**src/rtl/pvs_serial_pkg.sv**
```systemverilog
// rtl/pvs_serial_pkg.sv - shared types, widths and round-robin pick helper for the packet arbiter
package pvs_serial_pkg;

  localparam int HEADER_W  = 8;
  localparam int PAYLOAD_W = 32;

  typedef enum logic [2:0] {
    S_IDLE   = 3'd0,
    S_START  = 3'd1,
    S_ACCEPT = 3'd2,
    S_DRAIN  = 3'd3,
    S_NEXT   = 3'd4
  } state_t;

  // Returns {valid, index}: the first set request at or after ptr, wrapping modulo n (n <= 8).
  // Offsets are scanned from the far end down so the nearest requester wins.
  function automatic logic [3:0] rr_pick(input logic [7:0] req, input logic [2:0] ptr, input int n);
    logic [3:0] res;
    logic [3:0] idx;
    res = 4'd0;
    for (int k = 7; k >= 0; k--) begin
      if (k < n) begin
        idx = {1'b0, ptr} + 4'(k);
        if (idx >= 4'(n)) idx = idx - 4'(n);
        if (req[idx[2:0]]) res = {1'b1, idx[2:0]};
      end
    end
    return res;
  endfunction

endpackage

```
**src/rtl/serial_packet_arbiter_rr.sv**
```systemverilog
// rtl/serial_packet_arbiter_rr.sv - combinational round-robin grant selection
module rr_arbiter
  import pvs_serial_pkg::*;
#(
  parameter int NUM_REQ = 4,
  parameter int PTR_W   = $clog2(NUM_REQ)
) (
  input  logic [NUM_REQ-1:0] i_req,
  input  logic [PTR_W-1:0]   i_ptr,
  output logic               o_grant_valid,
  output logic [2:0]         o_grant_idx
);

  logic [7:0] w_req8;
  logic [2:0] w_ptr3;
  logic [3:0] w_pick;

  assign w_req8        = 8'(i_req);
  assign w_ptr3        = 3'(i_ptr);
  assign w_pick        = rr_pick(w_req8, w_ptr3, NUM_REQ);
  assign o_grant_valid = w_pick[3];
  assign o_grant_idx   = w_pick[2:0];

endmodule

```
**src/rtl/serial_packet_arbiter.sv**
```systemverilog
// rtl/serial_packet_arbiter.sv - round-robin packet arbiter serialising header+payload onto one UART transmitter
module serial_packet_arbiter
  import pvs_serial_pkg::*;
#(
  parameter int NUM_REQ        = 4,
  parameter int PAYLOAD_BYTES  = 4,
  parameter int ACCEPT_TIMEOUT = 15
) (
  input  logic                         clk,
  input  logic                         rst_n,
  input  logic [NUM_REQ-1:0]           req,
  input  logic [HEADER_W*NUM_REQ-1:0]  header_in,
  input  logic [PAYLOAD_W*NUM_REQ-1:0] payload_in,
  output logic [NUM_REQ-1:0]           ack,
  output logic [NUM_REQ-1:0]           done,
  output logic                         tx_start,
  output logic [7:0]                   tx_data,
  input  logic                         tx_busy,
  output logic                         busy,
  output logic [2:0]                   grant_id,
  output logic                         err_noaccept
);

  localparam int PTR_W = $clog2(NUM_REQ);
  localparam int BW    = $clog2(PAYLOAD_BYTES + 1);
  localparam int CW    = $clog2(ACCEPT_TIMEOUT + 1);

  state_t               r_state;
  state_t               w_state_nxt;
  logic [PTR_W-1:0]     r_rr_ptr;
  logic [HEADER_W-1:0]  r_hdr;
  logic [PAYLOAD_W-1:0] r_buf;
  logic [BW-1:0]        r_byte_idx;
  logic [CW-1:0]        r_acc_cnt;
  logic [NUM_REQ-1:0]   r_ack;
  logic [NUM_REQ-1:0]   r_done;
  logic                 r_tx_start;
  logic [7:0]           r_tx_data;
  logic                 r_busy;
  logic [2:0]           r_grant_id;
  logic                 r_err;

  logic                 w_grant_valid;
  logic [2:0]           w_grant_idx;
  logic                 w_grant;
  logic                 w_last;
  logic                 w_timeout;
  logic [PTR_W-1:0]     w_ptr_nxt;
  logic [NUM_REQ-1:0]   w_one;
  logic [7:0]           w_pay_byte;

  rr_arbiter #(
    .NUM_REQ (NUM_REQ),
    .PTR_W   (PTR_W)
  ) u_rr (
    .i_req         (req),
    .i_ptr         (r_rr_ptr),
    .o_grant_valid (w_grant_valid),
    .o_grant_idx   (w_grant_idx)
  );

  // A foreign or still-draining transmission blocks new grants.
  assign w_grant   = w_grant_valid && !tx_busy;
  assign w_last    = (r_byte_idx == BW'(PAYLOAD_BYTES));
  assign w_timeout = (r_acc_cnt == CW'(ACCEPT_TIMEOUT - 1));
  assign w_ptr_nxt = (w_grant_idx == 3'(NUM_REQ - 1)) ? '0 : PTR_W'(w_grant_idx + 3'd1);
  assign w_one     = NUM_REQ'(1);

  // Payload byte for the current index; byte_idx 1 is the payload LSB.
  always_comb begin
    w_pay_byte = 8'h00;
    for (int b = 0; b < PAYLOAD_BYTES; b++) begin
      if (r_byte_idx == BW'(b + 1)) w_pay_byte = r_buf[8*b +: 8];
    end
  end

  // State register.
  always_ff @(posedge clk or negedge rst_n) begin
    if (!rst_n) r_state <= S_IDLE;
    else        r_state <= w_state_nxt;
  end

  // Next-state logic for the per-byte handshake with the transmitter.
  always_comb begin
    w_state_nxt = r_state;
    case (r_state)
      S_IDLE:   if (w_grant) w_state_nxt = S_START;
      S_START:  w_state_nxt = S_ACCEPT;
      S_ACCEPT: begin
        if (tx_busy)        w_state_nxt = S_DRAIN;
        else if (w_timeout) w_state_nxt = S_NEXT;
      end
      S_DRAIN:  if (!tx_busy) w_state_nxt = S_NEXT;
      S_NEXT:   w_state_nxt = w_last ? S_IDLE : S_START;
      default:  w_state_nxt = S_IDLE;
    endcase
  end

  // Registered datapath and outputs: grant latch, byte issue, accept watchdog, completion.
  always_ff @(posedge clk or negedge rst_n) begin
    if (!rst_n) begin
      r_rr_ptr   <= '0;
      r_hdr      <= '0;
      r_buf      <= '0;
      r_byte_idx <= '0;
      r_acc_cnt  <= '0;
      r_ack      <= '0;
      r_done     <= '0;
      r_tx_start <= 1'b0;
      r_tx_data  <= 8'h00;
      r_busy     <= 1'b0;
      r_grant_id <= 3'd0;
      r_err      <= 1'b0;
    end else begin
      r_ack      <= '0;
      r_done     <= '0;
      r_tx_start <= 1'b0;
      r_busy     <= (w_state_nxt != S_IDLE);
      case (r_state)
        S_IDLE: begin
          if (w_grant) begin
            r_hdr      <= header_in[HEADER_W*w_grant_idx +: HEADER_W];
            r_buf      <= payload_in[PAYLOAD_W*w_grant_idx +: PAYLOAD_W];
            r_grant_id <= w_grant_idx;
            r_ack      <= w_one << w_grant_idx;
            r_rr_ptr   <= w_ptr_nxt;
          end
        end
        S_START: begin
          r_tx_start <= 1'b1;
          r_tx_data  <= (r_byte_idx == '0) ? r_hdr : w_pay_byte;
          r_acc_cnt  <= '0;
        end
        S_ACCEPT: begin
          if (!tx_busy) begin
            if (w_timeout) r_err     <= 1'b1;
            else           r_acc_cnt <= r_acc_cnt + CW'(1);
          end
        end
        S_NEXT: begin
          if (w_last) begin
            r_done     <= w_one << r_grant_id;
            r_byte_idx <= '0;
          end else begin
            r_byte_idx <= r_byte_idx + BW'(1);
          end
        end
        default: ;
      endcase
    end
  end

  assign ack          = r_ack;
  assign done         = r_done;
  assign tx_start     = r_tx_start;
  assign tx_data      = r_tx_data;
  assign busy         = r_busy;
  assign grant_id     = r_grant_id;
  assign err_noaccept = r_err;

endmodule

```
**config.mk**
```make
export PLATFORM = sky130hd
export DESIGN_NAME = serial_packet_arbiter
export DESIGN_NICKNAME = d
export VERILOG_FILES = /design/src/rtl/pvs_serial_pkg.sv /design/src/rtl/serial_packet_arbiter_rr.sv /design/src/rtl/serial_packet_arbiter.sv
export SDC_FILE = /design/constraint.sdc
export NUM_CORES = 1
export LEC_CHECK = 0
export CORE_MARGIN = 8
export CORE_UTILIZATION = 45
export CTS_BUF_LIST = sky130_fd_sc_hd__clkbuf_16
export CTS_CLUSTER_SIZE = 40
export DETAILED_ROUTE_END_ITERATION = 6
export PLACE_DENSITY = 0.84
export SLEW_MARGIN = 0
export SYNTH_ARGS = -nofsm -noshare
export SYNTH_HDL_FRONTEND = slang
export SYNTH_SLANG_ARGS = --single-unit
```
**constraint.sdc**
```tcl
create_clock -name clk -period 7.9 [get_ports clk]
set_input_delay 2.37 -clock clk [delete_from_list [all_inputs] [get_ports clk]]
set_output_delay 2.37 -clock clk [all_outputs]
set_load 0.1 [all_outputs]
```
# Word level (Yosys, flattened, before mapping)
# Index checks and enable logic that the tools add are counted.
# op_classes
bitwise	1
n_eq_ne	12
n_shift	4
mux	37
order_cmp	8
n_reduce_logical	9
n_addsub	10
# op_table
operator	n
$shiftx A128 B9 Y32	1
$mux W4	10
$mux W8	5
$shiftx A32 B7 Y8	1
$mux W3	9
$lt A3 B4 Y1 const B	4
$eq A3 B2 Y1 const B	5
$pmux W3 S5	1
$bmux W1 S3	4
$ge A4 B3 Y1 const B	3
$sub A3 B3 Y3 const B	3
$pmux W4 S2	1
$shl A1 B3 Y4 const A	2
$add A2 B2 Y3 const B	2
$eq A3 B1 Y1 const B	2
$eq A3 B3 Y1 const B	2
$logic_not A3 Y1	2
$mux W1	6
$reduce_and A3 Y1	2
$add A4 B1 Y4 const B	1
$eq A4 B4 Y1 const B	1
$ne A2 B2 Y1 const B	2
$add A2 B1 Y3 const B	1
$add A3 B1 Y3 const B	1
other kinds (10)	10
# word_totals
output_inout_bits	22
regBits	74

# Depth between registers and ports, before layout
# Gate-level depths: netlist of run 1.
# depth
depth_word	13
mapped_depth	13
depth_no_buf	8

# Modules after synthesis
# Synthesis of run 1 repeated with hierarchy kept, for this count alone.
# hier_totals
cells_unflattened	358
hier_area_um2	4529.3
# by_module_without_submodules
mod	seq_area_each_um2	area_each_um2	cells_each	instances
serial_packet_arbiter	1851.8	4224.1	325	1
rr_arbiter	0.0	305.3	33	1

# Worst setup path after synthesis of run 1
# No wires, ideal clock.
# synth_timing
path_type	input port to flip-flop
start	input req[2]
end	register r_rr_ptr[1]
setup_time_ps	125
slack_ps	3662
t_required_ps	7775
t_arrival_ps	4114
cell_stages	8
cell_sequence	buf_6 -> mux4_2 -> o21bai_1 -> o311a_1 -> buf_6 -> buf_2 -> ha_1 -> mux2_2
# synth_between
elab_chain_len	8
# synth_rtl
element	line_no	source
start: declaration	serial_packet_arbiter.sv:11	input logic [NUM_REQ-1:0] req,
$bmux W1 S3	pvs_serial_pkg.sv:25	if (req[idx[2:0]]) res = {1'b1, idx[2:0]};
$mux W1 (not written as such)	pvs_serial_pkg.sv:25	
$mux W4 (3 in series)	pvs_serial_pkg.sv:25	
$mux W4 *	pvs_serial_pkg.sv:25	
net u_rr.o_grant_idx[1]	serial_packet_arbiter_rr.sv:11	output logic [2:0] o_grant_idx
$add A2 B1 Y2 / $eq A3 B2 Y1 (equally long branches)	serial_packet_arbiter.sv:66	assign w_ptr_nxt = (w_grant_idx == 3'(NUM_REQ - 1)) ? '0 : PTR_W'(w_grant_idx + 3'd1);
$mux W2 *	serial_packet_arbiter.sv:66	
net w_ptr_nxt[1]	serial_packet_arbiter.sv:48	logic [PTR_W-1:0] w_ptr_nxt;
end signal: assignment	serial_packet_arbiter.sv:126	r_rr_ptr <= w_ptr_nxt;
end: declaration	serial_packet_arbiter.sv:30	logic [PTR_W-1:0] r_rr_ptr;
# The timed path passes the listed nets; every way through them passes the cells marked *. The select of a mux whose other input is x is not followed.
# A chain may end at the register's enable or synchronous reset.

# Final worst setup path of run 1
# layout_timing
start	input req[0]
end	register r_buf[29]
# layout_between
elab_chain_len	8
# layout_rtl
element	line_no	source
$bmux W1 S3	pvs_serial_pkg.sv:25	
$mux W1 (not written as such)	pvs_serial_pkg.sv:25	
$mux W4 (3 in series)	pvs_serial_pkg.sv:25	
$mux W4 *	pvs_serial_pkg.sv:25	
branches (longest 2 deep; another with $shiftx A128 B9 Y32)	--	
end signal: assignment	serial_packet_arbiter.sv:123	r_buf <= payload_in[PAYLOAD_W*w_grant_idx +: PAYLOAD_W];
end: declaration	serial_packet_arbiter.sv:32	logic [PAYLOAD_W-1:0] r_buf;
# Every way passes the cells marked *. The select of a mux whose other input is x is not followed.

==> results of run 1 <==
[synth_stat cells, types with 14 or more instances]
cell type | n | area share
nor3b_1 | 42 | 0.057
clkbuf_1 | 26 | 0.018
and2_0 | 39 | 0.044
nand2_1 | 15 | 0.010
buf_6 | 15 | 0.031
ha_1 | 14 | 0.032
a211o_1 | 41 | 0.065
dfrtp_1 | 74 | 0.34
nor3_1 | 42 | 0.038
o22ai_1 | 40 | 0.045
buf_2 | 16 | 0.014
o31ai_1 | 41 | 0.056
a32o_1 | 41 | 0.074
[area by class of cell]
class | count | area [sq um]
fill | 1008 | 4480
multi-input combinational | 432 | 3250
timing repair buffer | 192 | 1910
sequential | 74 | 1850
clock buffer | 9 | 225
tap | 147 | 184
clock inverter | 7 | 70.1
inverter | 12 | 47.5
[worst max-delay path, cell delays in order]
cell	delay, ns
clkdlybuf4s50_1	0.55
mux2i_1	0.41
a21oi_4	0.14
o211ai_4	0.90
inv_4	0.43
a211o_1	0.45
a32o_1	0.26
[layout by cell type (no fill, tap or decap), types with 15 or more instances in the layout]
| master | n |
|---|---|
| clkdlybuf4s50_1 | 187 |
| dfrtp_1 | 74 |
| nor3_1 | 42 |
| nor3b_1 | 42 |
| a211o_1 | 41 |
| o31ai_1 | 41 |
| a32o_1 | 41 |
| o22ai_1 | 40 |
| and2_0 | 39 |
| nand2_1 | 15 |
[layer usage]
metal / up-vias / track usage
li1: 2582 / -
met4: 0 / 0.0987
met5: - / 0
met1: 2719 / 0.258
met2: 260 / 0.382
met3: 49 / 0.0553
[per-stage QoR]
stage               worst slack, ns   util  hold WS, ns  power [mW]  std cells
finish                         2.58  0.627        0.479        3.13        873
global route                   2.41  0.627        0.503        3.32        873
CTS                            2.56  0.627        0.482        3.11        873
detailed placement             2.22  0.603        0.468        2.70        857
global placement               2.41  0.603        0.452        2.62        857
floorplan                      3.66      -        0.465        2.31        583
[cells by family (layout without fill, tap and decap cells)]
group | after synthesis | after routing
AOI/OAI and AO/OA | 220 | 220
and+or+nand+nor | 178 | 178
muxes | 19 | 19
DFF | 74 | 74
buffers and inverters | 77 | 220
adders and majority gates | 14 | 14
xor gates and xnor gates | 1 | 1
[final timing paths]
kind	startpoint	endpoint	slack [ns]	depth (start not counted)
setup / recovery	req[0]	r_buf[29]$_DFFE_PN0P_	2.58	7
hold / removal	tx_data[3]$_DFFE_PN0P_	tx_data[3]$_DFFE_PN0P_	0.48	1
setup reg to reg	r_rr_ptr[1]$_DFFE_PN0P_	r_buf[29]$_DFFE_PN0P_	4.11	8
hold reg to reg	tx_data[3]$_DFFE_PN0P_	tx_data[3]$_DFFE_PN0P_	0.48	1
max in group asynchronous	rst_n	r_buf[9]$_DFFE_PN0P_	5.14	1
min in group asynchronous	rst_n	grant_id[1]$_DFFE_PN0P_	2.16	1
[report_power, final]
group | total (mW) | switching, mW | internal, mW
clock network | 0.399 | 0.156 | 0.243
logic | 2.05 | 1.25 | 0.796
registers | 0.677 | 0.139 | 0.538
[state kept, by name (all words and copies together), names as in the netlist]
signal        count
tx_data           8
err_noaccept      1
r_hdr             8
tx_start          1
done              4
r_acc_cnt         4
r_state           3
grant_id          3
ack               4
busy              1
r_rr_ptr          2
r_byte_idx        3
r_buf            32
==> results.json, run 1 <==
{
  "status": "complete, no violations",
  "drtAntennaViolNets": 0,
  "holdBufCountCts": 0,
  "worst_setup_path_end_kind": "flop",
  "h-tree-depth": 3,
  "cts_root_buf": "clkbuf_16",
  "final.min_clock_period_ns": 5.32,
  "maxSlewHeadroom": 0.257,
  "ys_async_sr_fraction": 1.00,
  "critical_path_class": "in -> reg",
  "die_x_um": 127,
  "core.rowCount": 40,
  "core_area_sq_um": 12000,
  "viasPerCell": 6.43,
  "highest_layer": "met4",
  "routed_wl_um": 18600,
  "ys_seq_area_frac": 0.335,
  "drt-met1-wl_um": 7310,
  "clk_latency_ns": 0.33,
  "setup-tns-final_ns": 0,
  "pin_count": 189,
  "max_clock_freq_ghz": 0.188,
  "dr.pass1.iters": 5,
  "grt_pass1_wl_um": 28800,
  "nNetsFinal": 902,
  "avgSynthCellArea_sq_um": 9.48,
  "synth-main-ff-cell": "dfrtp_1",
  "yosys.area_share.adder": 0.0317,
  "hold_path_class": "reg -> reg",
  "area_growth_pct": 36.4,
  "synth-compound-area-share": 0.320,
  "grt_max_degree": 87,
  "p_per_area_nw_per_um2": 415,
  "cap_viol_max_count": 0,
  "ys_types": 53,
  "post_cts_buffers": 0,
  "peakVddDrop_v": 0.000310,
  "yosys_warnings": 0,
  "cts-resized-gates": 0,
  "worst_pin_slew_ns": 1.11,
  "die_y_um": 127,
  "start_kind": "input pin",
  "port_buffers": 188,
  "synthCells": 583,
  "synthMuxAreaShare": 0.0403,
  "cts_tree": "yes",
  "synth-xor-area-share": 0.00159,
  "worstPathArrival_ns": 5.54,
  "ys_ff_latch": 74,
  "cts_buffers": 9,
  "maxSlewViolCount": 0,
  "clockBufferDepth": 2,
  "dpl_cell_area_sq_um": 7240,
  "drcViolationCount": 0,
  "start_util": 0.460,
  "grt.total_usage": 0.223,
  "drive_gt1_frac": 0.0523,
  "synth_top_family_by_area": "compound AO/OA/AOI/OAI gates",
  "netlist_area_sq_um": 5520,
  "synth-edff-count": 0,
  "final_area_sq_um": 7540,
  "die_area_sq_um": 16100,
  "grt_overflow_total": 0,
  "rsz0062_at_grt": "no",
  "routedWlPerCell_um": 21.3,
  "skew_ns": 0.00498,
  "num_antenna_cells": 0,
  "cp_data_required_time_ns": 8.12,
  "antenna_found_initial": 0,
  "leakage_nw": 3.01,
  "clk_pin_slew_ns": 0.06,
  "crit_path_max_fanout": 43,
  "first_global_vias": 5570,
  "cts_sinks": 74,
  "setup_viol": 0,
  "dp_hpwl_um": 13700,
  "via_count": 5610,
  "first_iter_violations": 459,
  "place_congestion": 0.863,
  "syn_nets": 764,
  "wl_met3_um": 1520,
  "hold_viol": 0,
  "synth-simple-area-share": 0.190,
  "route.met2.wl_um": 9080,
  "fin_crit_sh": 0.674
}
No activity file was read; power rests on OpenSTA's default activity.
==> inputs of run 2 (changes only) <==
CORE_UTILIZATION = 42   (was 45)
PLACE_DENSITY = 0.83   (was 0.84)
clock period = 4.4 ns   (was 7.9 ns; I/O delays follow)
==> run 2 against run 1 <==
Compared with the run above:
- critical path depth is 1 lower
- sequential share of layout area is 0.39 points lower
- sequential cell count stayed put
- largest power group unchanged
- clock power is 100% higher
- routed wire length is 5.2% higher
- critical endpoint is now r_hdr[7]$_DFFE_PN0P_
- combinational power is 83% higher
- via count is 0.86% lower
- non-clock buffer count is 2 higher
- sequential power is 79% higher
- worst hold slack worse by 0.0063 ns
==> results.json, run 2 (same netlist as run 1, synthesis figures left out) <==
{
  "status": "complete, no violations",
  "path_cells": "clkdlybuf4s50_1 > mux4_2 > o21ai_4 > o22ai_1 > o31ai_1 > a32o_1",
  "via_count": 5562,
  "cts-resized-gates": 0,
  "final_common_cell": "clkdlybuf4s50_1",
  "die_x_um": 131,
  "critical_path_class": "in -> reg",
  "rsz0062_at_grt": "no",
  "peakVddDrop_v": 0.000334,
  "cts_sinks": 74,
  "cts_root_buf": "clkbuf_16",
  "h-tree-depth": 3,
  "maxSlewViolCount": 0,
  "leakage_nw": 3.05,
  "start_kind": "input pin",
  "hold_path_class": "reg -> reg",
  "setup_viol": 0,
  "skew_ns": 0.00750,
  "worstPathArrival_ns": 4.30,
  "dr.pass1.iters": 6,
  "viasPerCell": 6.15,
  "clk_pin_slew_ns": 0.06,
  "max_clock_freq_ghz": 0.248,
  "regMostFlops": "r_buf",
  "crit_path_max_fanout": 40,
  "pin_count": 189,
  "first_global_vias": 5426,
  "grt_overflow_total": 0,
  "start_util": 0.424,
  "critPathMaxStageDelay_ns": 0.86,
  "routed_wl_um": 19600,
  "dp_hpwl_um": 14200,
  "fin_hold_ws_ns": 0.473,
  "largest_register_ffs": 32,
  "final_area_sq_um": 7660,
  "hold_viol": 0,
  "first_iter_violations": 480,
  "grt.total_usage": 0.221,
  "cts_tree": "yes",
  "worst_setup_path_end_kind": "flop",
  "setup-tns-final_ns": 0,
  "grt_pass1_wl_um": 29300,
  "cp_data_required_time_ns": 4.67,
  "final.min_clock_period_ns": 4.03,
  "nNetsFinal": 904,
  "port_buffers": 188,
  "grt_max_degree": 87,
  "drtAntennaViolNets": 0,
  "drive_gt1_frac": 0.0563,
  "die_y_um": 131,
  "dpl_cell_area_sq_um": 7330,
  "cap_viol_max_count": 0,
  "maxSlewHeadroom": 0.254,
  "core.rowCount": 42,
  "worst_pin_slew_ns": 1.11,
  "cpMaxStageDelayCell": "o21ai_4",
  "fin_crit_sh": 0.915,
  "cts_buffers": 9,
  "post_cts_buffers": 0,
  "clk_latency_ns": 0.34,
  "routedWlPerCell_um": 21.6,
  "drcViolationCount": 0,
  "clockBufferDepth": 2,
  "die_area_sq_um": 17100,
  "core_area_sq_um": 13000,
  "antenna_found_initial": 0,
  "p_per_area_nw_per_um2": 753,
  "holdBufCountCts": 0,
  "final_cell_mix": "187 x clkdlybuf4s50_1, 74 x dfrtp_1, 42 x nor3_1, 42 x nor3b_1",
  "area_growth_pct": 38.6,
  "place_congestion": 0.838
}
## run 2: changes by cell type in the layout (fill, tap and decap cells not counted), sizes merged
cell,change
bufinv,+1
inv,+1
diode,+1
buf,+2
clkinvlp,-1
clkinv,-1
## run 2: path summary, 6_finish.rpt
path / endpoint / start / depth (start not counted) / slack [ns]
max reg2reg: r_hdr[7]$_DFFE_PN0P_ / r_rr_ptr[1]$_DFFE_PN0P_ / 8 / 0.88
max in group asynchronous: tx_data[3]$_DFFE_PN0P_ / rst_n / 1 / 2.67
min: err_noaccept$_DFFE_PN0P_ / err_noaccept$_DFFE_PN0P_ / 2 / 0.47
min reg2reg: err_noaccept$_DFFE_PN0P_ / err_noaccept$_DFFE_PN0P_ / 2 / 0.47
min in group asynchronous: done[3]$_DFF_PN0_ / rst_n / 1 / 1.13
max: r_hdr[7]$_DFFE_PN0P_ / req[2] / 6 / 0.37
## run 2: worst max-delay path, delay by kind of cell
| kind | cells | cell delay [ns] |
|---|---|---|
| AO/OA/AOI/OAI | 4 | 1.81 |
| buffers and inverters | 1 | 0.55 |
| multiplexers | 1 | 0.59 |
## run 2: metrics by stage
| stage | power, mW | instances | utilization | worst slack (ns) |
|---|---|---|---|---|
| final | 5.77 | 905 | 0.588 | 0.372 |
| after global routing | 6.11 | 904 | 0.587 | 0.209 |
| after CTS | 5.75 | 904 | 0.587 | 0.500 |
| after detailed placement | 4.92 | 888 | 0.562 | 0.147 |
| after global placement | 4.81 | 888 | 0.562 | 0.226 |
| after floorplan | 4.15 | 583 | - | 1.17 |
## run 2: power by group
part	switching [mW]	leakage, nW	internal, mW
sequential	0.245	0.934	0.965
clock	0.305	0.152	0.500
combinational	2.27	1.97	1.49
total	2.82	3.05	2.95
## run 2: layout make-up
type,count,area (sq um)
Fill cell,1172,5370
Multi-Input combinational cell,432,3250
Timing Repair Buffer,194,1960
Sequential cell,74,1850
Clock buffer,9,225
Tap cell,176,220
Clock inverter,7,101
Inverter,12,47.5
Antenna cell,1,2.50
## run 2: routing by layer
layer,up-vias,wire (um),global-route usage,part of all wire
met5,-,0,0,0
met4,0,371,0.0662,0.019
met3,26,1340,0.0438,0.068
met2,216,9690,0.376,0.50
met1,2739,8160,0.279,0.42
li1,2581,-,-,-
==> inputs of run 3 (changes only) <==
SETUP_SLACK_MARGIN = 0.1   (was not set)
==> results of run 3 <==
Final layout, timing and power as in run 2 (identical DEF).
